`src/rtl/wave_gen_pkg.sv`:
```
// Shared definitions for the wave generator: shape select codes, FSM state
// encoding, midscale level, default accumulator width and shape helpers.
package wave_gen_pkg;

  localparam int         ACC_W_DEF = 16;
  localparam logic [7:0] MIDSCALE  = 8'd128;

  typedef enum logic [1:0] {
    SAW = 2'd0,
    TRI = 2'd1,
    SQR = 2'd2,
    SIN = 2'd3
  } wave_sel_e;

  typedef enum logic [1:0] {
    ST_IDLE     = 2'd0,
    ST_RUN      = 2'd1,
    ST_STOPPING = 2'd2
  } state_e;

  // Triangle: rising 0..254 over the first half, falling 254..0 over the second.
  function automatic logic [7:0] tri_shape(input logic [7:0] p);
    return p[7] ? {~p[6:0], 1'b0} : {p[6:0], 1'b0};
  endfunction

  // Square: high for the first half period, low for the second.
  function automatic logic [7:0] sqr_shape(input logic [7:0] p);
    return p[7] ? 8'd0 : 8'd255;
  endfunction

endpackage

```
`src/rtl/wave_generator_sine_lut.sv`:
```
// Quarter-wave sine magnitude table: o_mag = round(127*sin(2*pi*i_idx/256)).
// Only compiled when WAVE_SINE_LUT_EN is defined.
`ifdef WAVE_SINE_LUT_EN
module sine_quarter_lut (
  input  logic [5:0] i_idx,
  output logic [6:0] o_mag
);

  // Combinational table lookup over the first quarter period.
  always_comb begin
    o_mag = 7'd0;
    case (i_idx)
      6'd0:  o_mag = 7'd0;   6'd1:  o_mag = 7'd3;   6'd2:  o_mag = 7'd6;   6'd3:  o_mag = 7'd9;
      6'd4:  o_mag = 7'd12;  6'd5:  o_mag = 7'd16;  6'd6:  o_mag = 7'd19;  6'd7:  o_mag = 7'd22;
      6'd8:  o_mag = 7'd25;  6'd9:  o_mag = 7'd28;  6'd10: o_mag = 7'd31;  6'd11: o_mag = 7'd34;
      6'd12: o_mag = 7'd37;  6'd13: o_mag = 7'd40;  6'd14: o_mag = 7'd43;  6'd15: o_mag = 7'd46;
      6'd16: o_mag = 7'd49;  6'd17: o_mag = 7'd51;  6'd18: o_mag = 7'd54;  6'd19: o_mag = 7'd57;
      6'd20: o_mag = 7'd60;  6'd21: o_mag = 7'd63;  6'd22: o_mag = 7'd65;  6'd23: o_mag = 7'd68;
      6'd24: o_mag = 7'd71;  6'd25: o_mag = 7'd73;  6'd26: o_mag = 7'd76;  6'd27: o_mag = 7'd78;
      6'd28: o_mag = 7'd81;  6'd29: o_mag = 7'd83;  6'd30: o_mag = 7'd85;  6'd31: o_mag = 7'd88;
      6'd32: o_mag = 7'd90;  6'd33: o_mag = 7'd92;  6'd34: o_mag = 7'd94;  6'd35: o_mag = 7'd96;
      6'd36: o_mag = 7'd98;  6'd37: o_mag = 7'd100; 6'd38: o_mag = 7'd102; 6'd39: o_mag = 7'd104;
      6'd40: o_mag = 7'd106; 6'd41: o_mag = 7'd107; 6'd42: o_mag = 7'd109; 6'd43: o_mag = 7'd111;
      6'd44: o_mag = 7'd112; 6'd45: o_mag = 7'd113; 6'd46: o_mag = 7'd115; 6'd47: o_mag = 7'd116;
      6'd48: o_mag = 7'd117; 6'd49: o_mag = 7'd118; 6'd50: o_mag = 7'd120; 6'd51: o_mag = 7'd121;
      6'd52: o_mag = 7'd122; 6'd53: o_mag = 7'd122; 6'd54: o_mag = 7'd123; 6'd55: o_mag = 7'd124;
      6'd56: o_mag = 7'd125; 6'd57: o_mag = 7'd125; 6'd58: o_mag = 7'd126; 6'd59: o_mag = 7'd126;
      6'd60: o_mag = 7'd126; 6'd61: o_mag = 7'd127; 6'd62: o_mag = 7'd127; 6'd63: o_mag = 7'd127;
      default: o_mag = 7'd0;
    endcase
  end

endmodule
`endif

```
`src/rtl/wave_generator.sv`:
```
// Phase-accumulator waveform generator (saw / triangle / square / sine).
// Frequency and shape are only re-latched on a phase wrap so switching is
// glitch-free. Define WAVE_SINE_LUT_EN to build the sine table; without it,
// shape select 3 falls back to the triangle.
module wave_generator
  import wave_gen_pkg::*;
#(
  parameter int ACC_W = ACC_W_DEF
) (
  input  logic             clk,
  input  logic             rst_,
  input  logic             en,
  input  logic [1:0]       wave_sel,
  input  logic [ACC_W-1:0] freq_word,
  output logic [7:0]       wave,
  output logic             sync,
  output logic             busy
);

  state_e           r_state;
  logic [ACC_W-1:0] r_acc;
  logic [ACC_W-1:0] r_inc;
  wave_sel_e        r_sel;

  logic [ACC_W:0]   w_sum;
  logic             w_wrap;
  logic [7:0]       w_p;
  logic [7:0]       w_tri;
  logic [7:0]       w_shape;

  assign w_sum  = {1'b0, r_acc} + {1'b0, r_inc};
  assign w_wrap = w_sum[ACC_W];
  assign w_p    = r_acc[ACC_W-1:ACC_W-8];
  assign w_tri  = tri_shape(w_p);
  assign busy   = (r_state != ST_IDLE);

`ifdef WAVE_SINE_LUT_EN
  logic [5:0] w_lidx;
  logic [6:0] w_mag;
  logic [6:0] w_mag_adj;
  logic [7:0] w_sin;

  // Fold the phase into the first quarter: odd quarters mirror (64-k, with the
  // k=0 peak handled explicitly), the second half inverts around midscale.
  always_comb begin
    w_lidx    = w_p[6] ? (6'd0 - w_p[5:0]) : w_p[5:0];
    w_mag_adj = (w_p[6] && (w_p[5:0] == 6'd0)) ? 7'd127 : w_mag;
    w_sin     = w_p[7] ? (MIDSCALE - {1'b0, w_mag_adj}) : (MIDSCALE + {1'b0, w_mag_adj});
  end

  sine_quarter_lut u_sine_lut (
    .i_idx (w_lidx),
    .o_mag (w_mag)
  );
`endif

  // Select the sample shape from the pre-update phase.
  always_comb begin
    w_shape = w_p;
    case (r_sel)
      SAW:     w_shape = w_p;
      TRI:     w_shape = w_tri;
      SQR:     w_shape = sqr_shape(w_p);
`ifdef WAVE_SINE_LUT_EN
      SIN:     w_shape = w_sin;
`else
      SIN:     w_shape = w_tri;
`endif
      default: w_shape = w_p;
    endcase
  end

  // Control FSM with accumulator and registered wave/sync outputs.
  always_ff @(posedge clk or negedge rst_) begin
    if (!rst_) begin
      r_state <= ST_IDLE;
      r_acc   <= '0;
      r_inc   <= '0;
      r_sel   <= SAW;
      wave    <= MIDSCALE;
      sync    <= 1'b0;
    end else begin
      case (r_state)
        ST_IDLE: begin
          wave <= MIDSCALE;
          sync <= 1'b0;
          if (en) begin
            r_state <= ST_RUN;
            r_acc   <= '0;
            r_inc   <= freq_word;
            r_sel   <= wave_sel_e'(wave_sel);
          end
        end
        ST_RUN, ST_STOPPING: begin
          r_acc <= w_sum[ACC_W-1:0];
          wave  <= w_shape;
          sync  <= w_wrap;
          if (w_wrap) begin
            r_inc <= freq_word;
            r_sel <= wave_sel_e'(wave_sel);
          end
          if (r_state == ST_RUN) begin
            if (!en) r_state <= ST_STOPPING;
          end else if (en) begin
            // Resume without clearing the phase.
            r_state <= ST_RUN;
          end else if (w_wrap || (r_inc == '0)) begin
            // Finish the period (or bail out if the phase can never wrap).
            r_state <= ST_IDLE;
            wave    <= MIDSCALE;
          end
        end
        default: r_state <= ST_IDLE;
      endcase
    end
  end

endmodule

```
`config.mk`:
```
export PLATFORM = sky130hd
export DESIGN_NAME = wave_generator
export DESIGN_NICKNAME = d
export VERILOG_FILES = /design/src/rtl/wave_gen_pkg.sv /design/src/rtl/wave_generator_sine_lut.sv /design/src/rtl/wave_generator.sv
export SDC_FILE = /design/constraint.sdc
export NUM_CORES = 1
export LEC_CHECK = 0
export BUFFER_PORTS_ARGS = -buffer_cell sky130_fd_sc_hd__buf_2
export CAP_MARGIN = 40
export CELL_PAD_IN_SITES_DETAIL_PLACEMENT = 0
export CELL_PAD_IN_SITES_GLOBAL_PLACEMENT = 1
export CORE_MARGIN = 8
export CORE_UTILIZATION = 46
export DETAILED_ROUTE_END_ITERATION = 8
export GPL_TIMING_DRIVEN = 0
export PLACE_DENSITY_LB_ADDON = 0.1
export SYNTH_ARGS = -nofsm -noshare
export SYNTH_HDL_FRONTEND = slang
export SYNTH_SLANG_ARGS = --single-unit
```
`constraint.sdc`:
```
create_clock -name clk -period 3.05 [get_ports clk]
set_clock_uncertainty 0.05 [all_clocks]
set_input_delay 0.305 -clock clk [delete_from_list [all_inputs] [get_ports clk]]
set_output_delay 0.305 -clock clk [all_outputs]
set_load 0.05 [all_outputs]
```
After elaboration in Yosys (flattened, before gate mapping)
Index checks and enable logic that the tools add are counted.
{"block": "totals", "word_cells": 50, "input_bits": 21, "ff_bits": 45}
{"block": "classes", "n_bitwise": 1, "n_mux": 22, "eq_ne": 9, "n_addsub": 1, "reduce_logical": 11}
{"cell": "16-bit one-hot mux with 2 select lines", "count": 2}
{"cell": "16-bit 2-to-1 mux", "count": 3}
{"cell": "8-bit 2-to-1 mux", "count": 5}
{"cell": "8-bit one-hot mux with 3 select lines", "count": 1}
{"cell": "16-bit by 16-bit adder with 17-bit output", "count": 1}
{"cell": "16-bit logical NOT", "count": 1}
{"cell": "8-bit one-hot mux with 2 select lines", "count": 1}
{"cell": "2-bit 2-to-1 mux", "count": 7}
{"cell": "2-bit one-hot mux with 2 select lines", "count": 2}
{"cell": "7-bit NOT", "count": 1}
{"cell": "2-bit equality test, second input constant", "count": 3}
{"cell": "3-bit AND reduction", "count": 2}
{"cell": "2-bit by 1-bit equality test with 1-bit output, second input constant", "count": 2}
{"cell": "2-bit logical NOT", "count": 2}
{"cell": "2-bit != test, second input constant", "count": 2}
{"cell": "4-bit != test, second input constant", "count": 1}
{"cell": "2-bit nonzero test", "count": 2}
{"cell": "2-bit OR reduction", "count": 2}
{"cell": "3-bit != test, second input constant", "count": 1}
{"cell": "1-bit one-hot mux with 2 select lines", "count": 1}
{"cell": "2-bit AND reduction", "count": 1}
{"cell": "1-bit logical OR", "count": 1}

Depth between registers and ports, before layout
{"block": "depth", "word_depth": 7, "mapped_depth": 10, "depth_no_buf": 8}

Worst setup path before layout
OpenSTA, ideal clock, no wires.
{"block": "synth_timing", "path_kind": "register to register", "from": "reg r_acc[0]", "to": "reg r_inc[10]", "arrival_ns": 2.551, "path_slack_ns": 0.324, "required_time_ns": 2.875, "stages_incl_launch_ff": 11, "path_cell_list": "dfrtp_1 ha_1 fa_1 a211oi_1 nor3b_2 o2111ai_1 a211o_1 a31o_1 buf_6 buf_6 mux2_4"}
{"block": "synth_via", "elab_chain_len": 3}
{"item": "start, declared", "line": "wave_generator.sv:21", "text": "logic [ACC_W-1:0] r_acc;"}
{"item": "start signal, assigned", "line": "wave_generator.sv:95", "text": "r_acc <= w_sum[ACC_W-1:0];"}
{"item": "16-bit by 16-bit adder with 17-bit output", "line": "wave_generator.sv:31", "text": "assign w_sum = {1'b0, r_acc} + {1'b0, r_inc};"}
{"item": "2-bit != test (no line)"}
{"item": "3-bit AND reduction (no line)"}
{"item": "end signal, assigned", "line": "wave_generator.sv:90", "text": "r_inc <= freq_word;"}
{"item": "end signal, assigned", "line": "wave_generator.sv:99", "text": "r_inc <= freq_word;"}
{"item": "end, declared", "line": "wave_generator.sv:22", "text": "logic [ACC_W-1:0] r_inc;"}
Every way passes these cells.
A chain may end at the register's enable or synchronous reset.

Worst setup path in the final report
{"block": "layout_timing", "from": "reg r_inc[0]", "to": "reg r_inc[13]"}
{"block": "layout_via", "elab_chain_len": 3}
{"item": "16-bit by 16-bit adder with 17-bit output", "line": "wave_generator.sv:31"}
{"item": "2-bit != test (no line)"}
{"item": "3-bit AND reduction (no line)"}
Every way passes these cells.

==> run metrics <==
Finished Layout Cells=395; Clock Pin Slew Worst Setup and Hold Paths=0.10 ns; Sw Share=0.473; EDFF count, synth=0; slew at the pin with the worst max-slew slack=0.651 ns; drt wl/cell=15.6 µm; post-synthesis cell count=279; clock latency on the worst-skew pair=0.31 ns; Die Area=approximately 0.009 mm²; status=finished clean; Placed Cells=385; crit path DAT=3.04 ns; Mapped Area=0.00277 mm²; Final Max Tran Viols=0; sw power=1980 µW; initial core utilization=0.470; TritonCTS clock tree=done; Synth Area per Inst=9.92 µm²; antenna diode instance count=0; Final nets=360; Startpoint Class=flip-flop; Most used DFF post-synth=dfrtp_1; MaxCap Viol Count=0; final setup vio count=0; die height=93.6 µm; Top Ports=31; Max Fanout on Critical Path=10; Cell variety after synth=between 40 and 50; Final HPWL DP=4710 µm; Worst VDD drop=a little under 0.0006 V; design area=0.00315 mm²; Hold WS=about 0.16 ns; Placed Instance Area=between 0.003 and 0.004 mm²; Internal=2200 µW; Synthesis Warnings=0; # clock sinks=45; DR DRC count=0; largest net degree at the start of global routing=32; Avg Vias per Cell=5.43; vias after detailed routing=between 2,000 and 2,500; syn nets=320; first-pass GRT wire length=10,600 µm; DR pass1 iterations=4; H-tree levels=2; fill count=551; die width=93.6 µm; Max Clk Rate=around 350 MHz; GPL Wtd Cong=0.848; r2r setup slk=0.15 ns; Leakage=0.00148 µW; final worst-path cycle share=0.950; share of total power in combinational logic=0.648; deepest clock path buffer count=2; vias in the first global route=2,175; Final ANT Viol Nets=0; fin crit period=2.90 ns; fraction of registers with async set/reset=1.00; Clk pwr share=0.092; kind of critical path=flip-flop to flip-flop; layout cells sized above 1=0.206; area delta synth->final=13.9%; CTS Buf Count=5; 1st-iter DRT viols=88; GRT Total Usage=0.151; core area=0.00589 mm²; port bufs=30; initial antenna violation count=0; final WL=6160 µm; Pwr Density=1320 mW/mm²; flops & latches, synth=45; Critical Path End Type=flip-flop; HP Class=primary input to flip-flop; data required time of the critical path=3.19 ns; register area share after synthesis=0.407; CTS root buf=clkbuf_8; GRT overflow=0; sequential share of power=0.260; row count=28; Hold Vio Cnt, Final=0; Worst slew margin=0.564
-- cell type report --
type	count	area, µm²	area share
Multi-Input combinational cell	212	1560	0.493
Sequential cell	45	1130	0.358
Timing Repair Buffer	33	188	0.0595
Tap cell	75	93.8	0.0298
Clock buffer	5	68.8	0.0218
Buffer	13	63.8	0.0202
Inverter	9	33.8	0.0107
Clock inverter	3	22.5	0.00714
-- worst paths after layout --
kind / from / to / depth (start not counted)
setup / recovery: r_inc[0]$_DFFE_PN0P_ / r_inc[13]$_DFFE_PN0P_ / 10
max in group asynchronous: rst_ / r_acc[15]$_DFFE_PN0P_ / 3
min in group asynchronous: rst_ / wave[1]$_DFFE_PN0P_ / 2
hold / removal: wave_sel[1] / r_sel[1]$_DFFE_PN0P_ / 2
hold reg to reg: sync$_DFFE_PN0P_ / sync$_DFFE_PN0P_ / 1
setup reg to reg: r_inc[0]$_DFFE_PN0P_ / r_inc[13]$_DFFE_PN0P_ / 10
-- sequential cells by signal, summed over array words and instances, names as in the netlist --
| signal | count |
|---|---|
| r_acc | 16 |
| r_inc | 16 |
| r_sel | 2 |
| r_state | 2 |
| sync | 1 |
| wave | 8 |
-- stage by stage --
| stage | util | setup TNS (ns) | setup slack [ns] | total power, µW |
|---|---|---|---|---|
| 2_1_floorplan | - | 0 | 0.324 | 3210 |
| 3_3_place_gp | 0.512 | 0 | 0.0138 | 3740 |
| 3_5_place_dp | 0.515 | 0 | 0.0295 | 3780 |
| 4_1_cts | 0.533 | 0 | 0.0797 | 4180 |
| 5_1_grt | 0.536 | -0.0394 | -0.0110 | 4570 |
| 6_report | 0.536 | 0 | 0.154 | 4180 |
-- power groups by stage --
stage / sequential [µW] / clock, µW / combinational, µW
detailed placement: 1100 / 0 / 2680
global route: 1120 / 425 / 3020
global placement: 1090 / 0 / 2650
CTS: 1090 / 396 / 2700
floorplan: 1180 / 0 / 2030
finish: 1090 / 385 / 2710
-- Yosys cell counts (9+ instances only) --
library cell,instances,area [µm²]
nand2_1,32,120
ha_1,19,238
mux2_4,10,150
dfrtp_1,44,1100
xor2_1,10,87.6
inv_1,9,33.8
o21ai_0,15,75.1
nor2_1,17,63.8
a21oi_1,16,80.1
o31ai_1,9,67.6
clkbuf_1,11,41.3
-- repair_timing --
action                                  in CTS  in global routing
resized for setup                            1                  1
pin swaps                                    0                  2
endpoints found under the hold margin       13                  0
endpoints found under the setup margin      10                 10
hold buffers                                 1                  0
buffers inserted                             0                  1
-- cell families after synthesis --
| group | count (synthesis) | share of synthesized area |
|---|---|---|
| DFF | 45 | 0.407 |
| xor gates and xnor gates | 15 | 0.0474 |
| and+or+nand+nor | 80 | 0.134 |
| buffers and inverters | 22 | 0.0352 |
| muxes | 20 | 0.0940 |
| AOI/OAI and AO/OA | 77 | 0.189 |
| adders and majority gates | 20 | 0.0931 |
-- worst max-delay path: stages, from the launching register on --
cell and delay (ns):
dfrtp_1 0.41, ha_1 0.22, fa_1 0.45, a211oi_2 0.32
nor3b_2 0.10, o2111ai_2 0.20, a211o_1 0.19, a31o_1 0.16
buf_6 0.16, buf_6 0.20, mux2_4 0.31
-- metal layers --
layer,part of all wire,global-route usage
met1,0.52,0.214
met2,0.43,0.223
met3,0.043,0.0337
met4,0.010,0.0436
met5,0,0
-- cells in the final DEF (no fill, tap or decap), types with 2 or more instances in the layout --
cell type	netlist	routed
and3_1	2	2
mux2_2	8	8
nand2_1	32	32
nand4_1	2	2
clkbuf_1	11	11
nor3_1	8	8
a21o_1	8	8
o41ai_1	2	2
o211ai_1	2	2
nand2b_1	4	4
dfrtp_1	44	44
xnor2_1	5	5
o31ai_1	9	9
clkbuf_8	0	5
buf_2	0	30
xor2_1	10	10
a211oi_1	7	6
ha_1	19	19
a31oi_1	2	2
nor4_1	5	5
nor2_1	17	17
clkinvlp_4	0	3
o2111ai_1	3	2
inv_1	9	9
buf_6	2	2
mux2i_1	2	2
a21oi_1	16	16
nand3_1	4	4
and2_1	2	2
mux2_4	10	10
o21ai_0	15	15
a221o_1	2	2
Note: power is estimated with default switching activity, not from simulation.
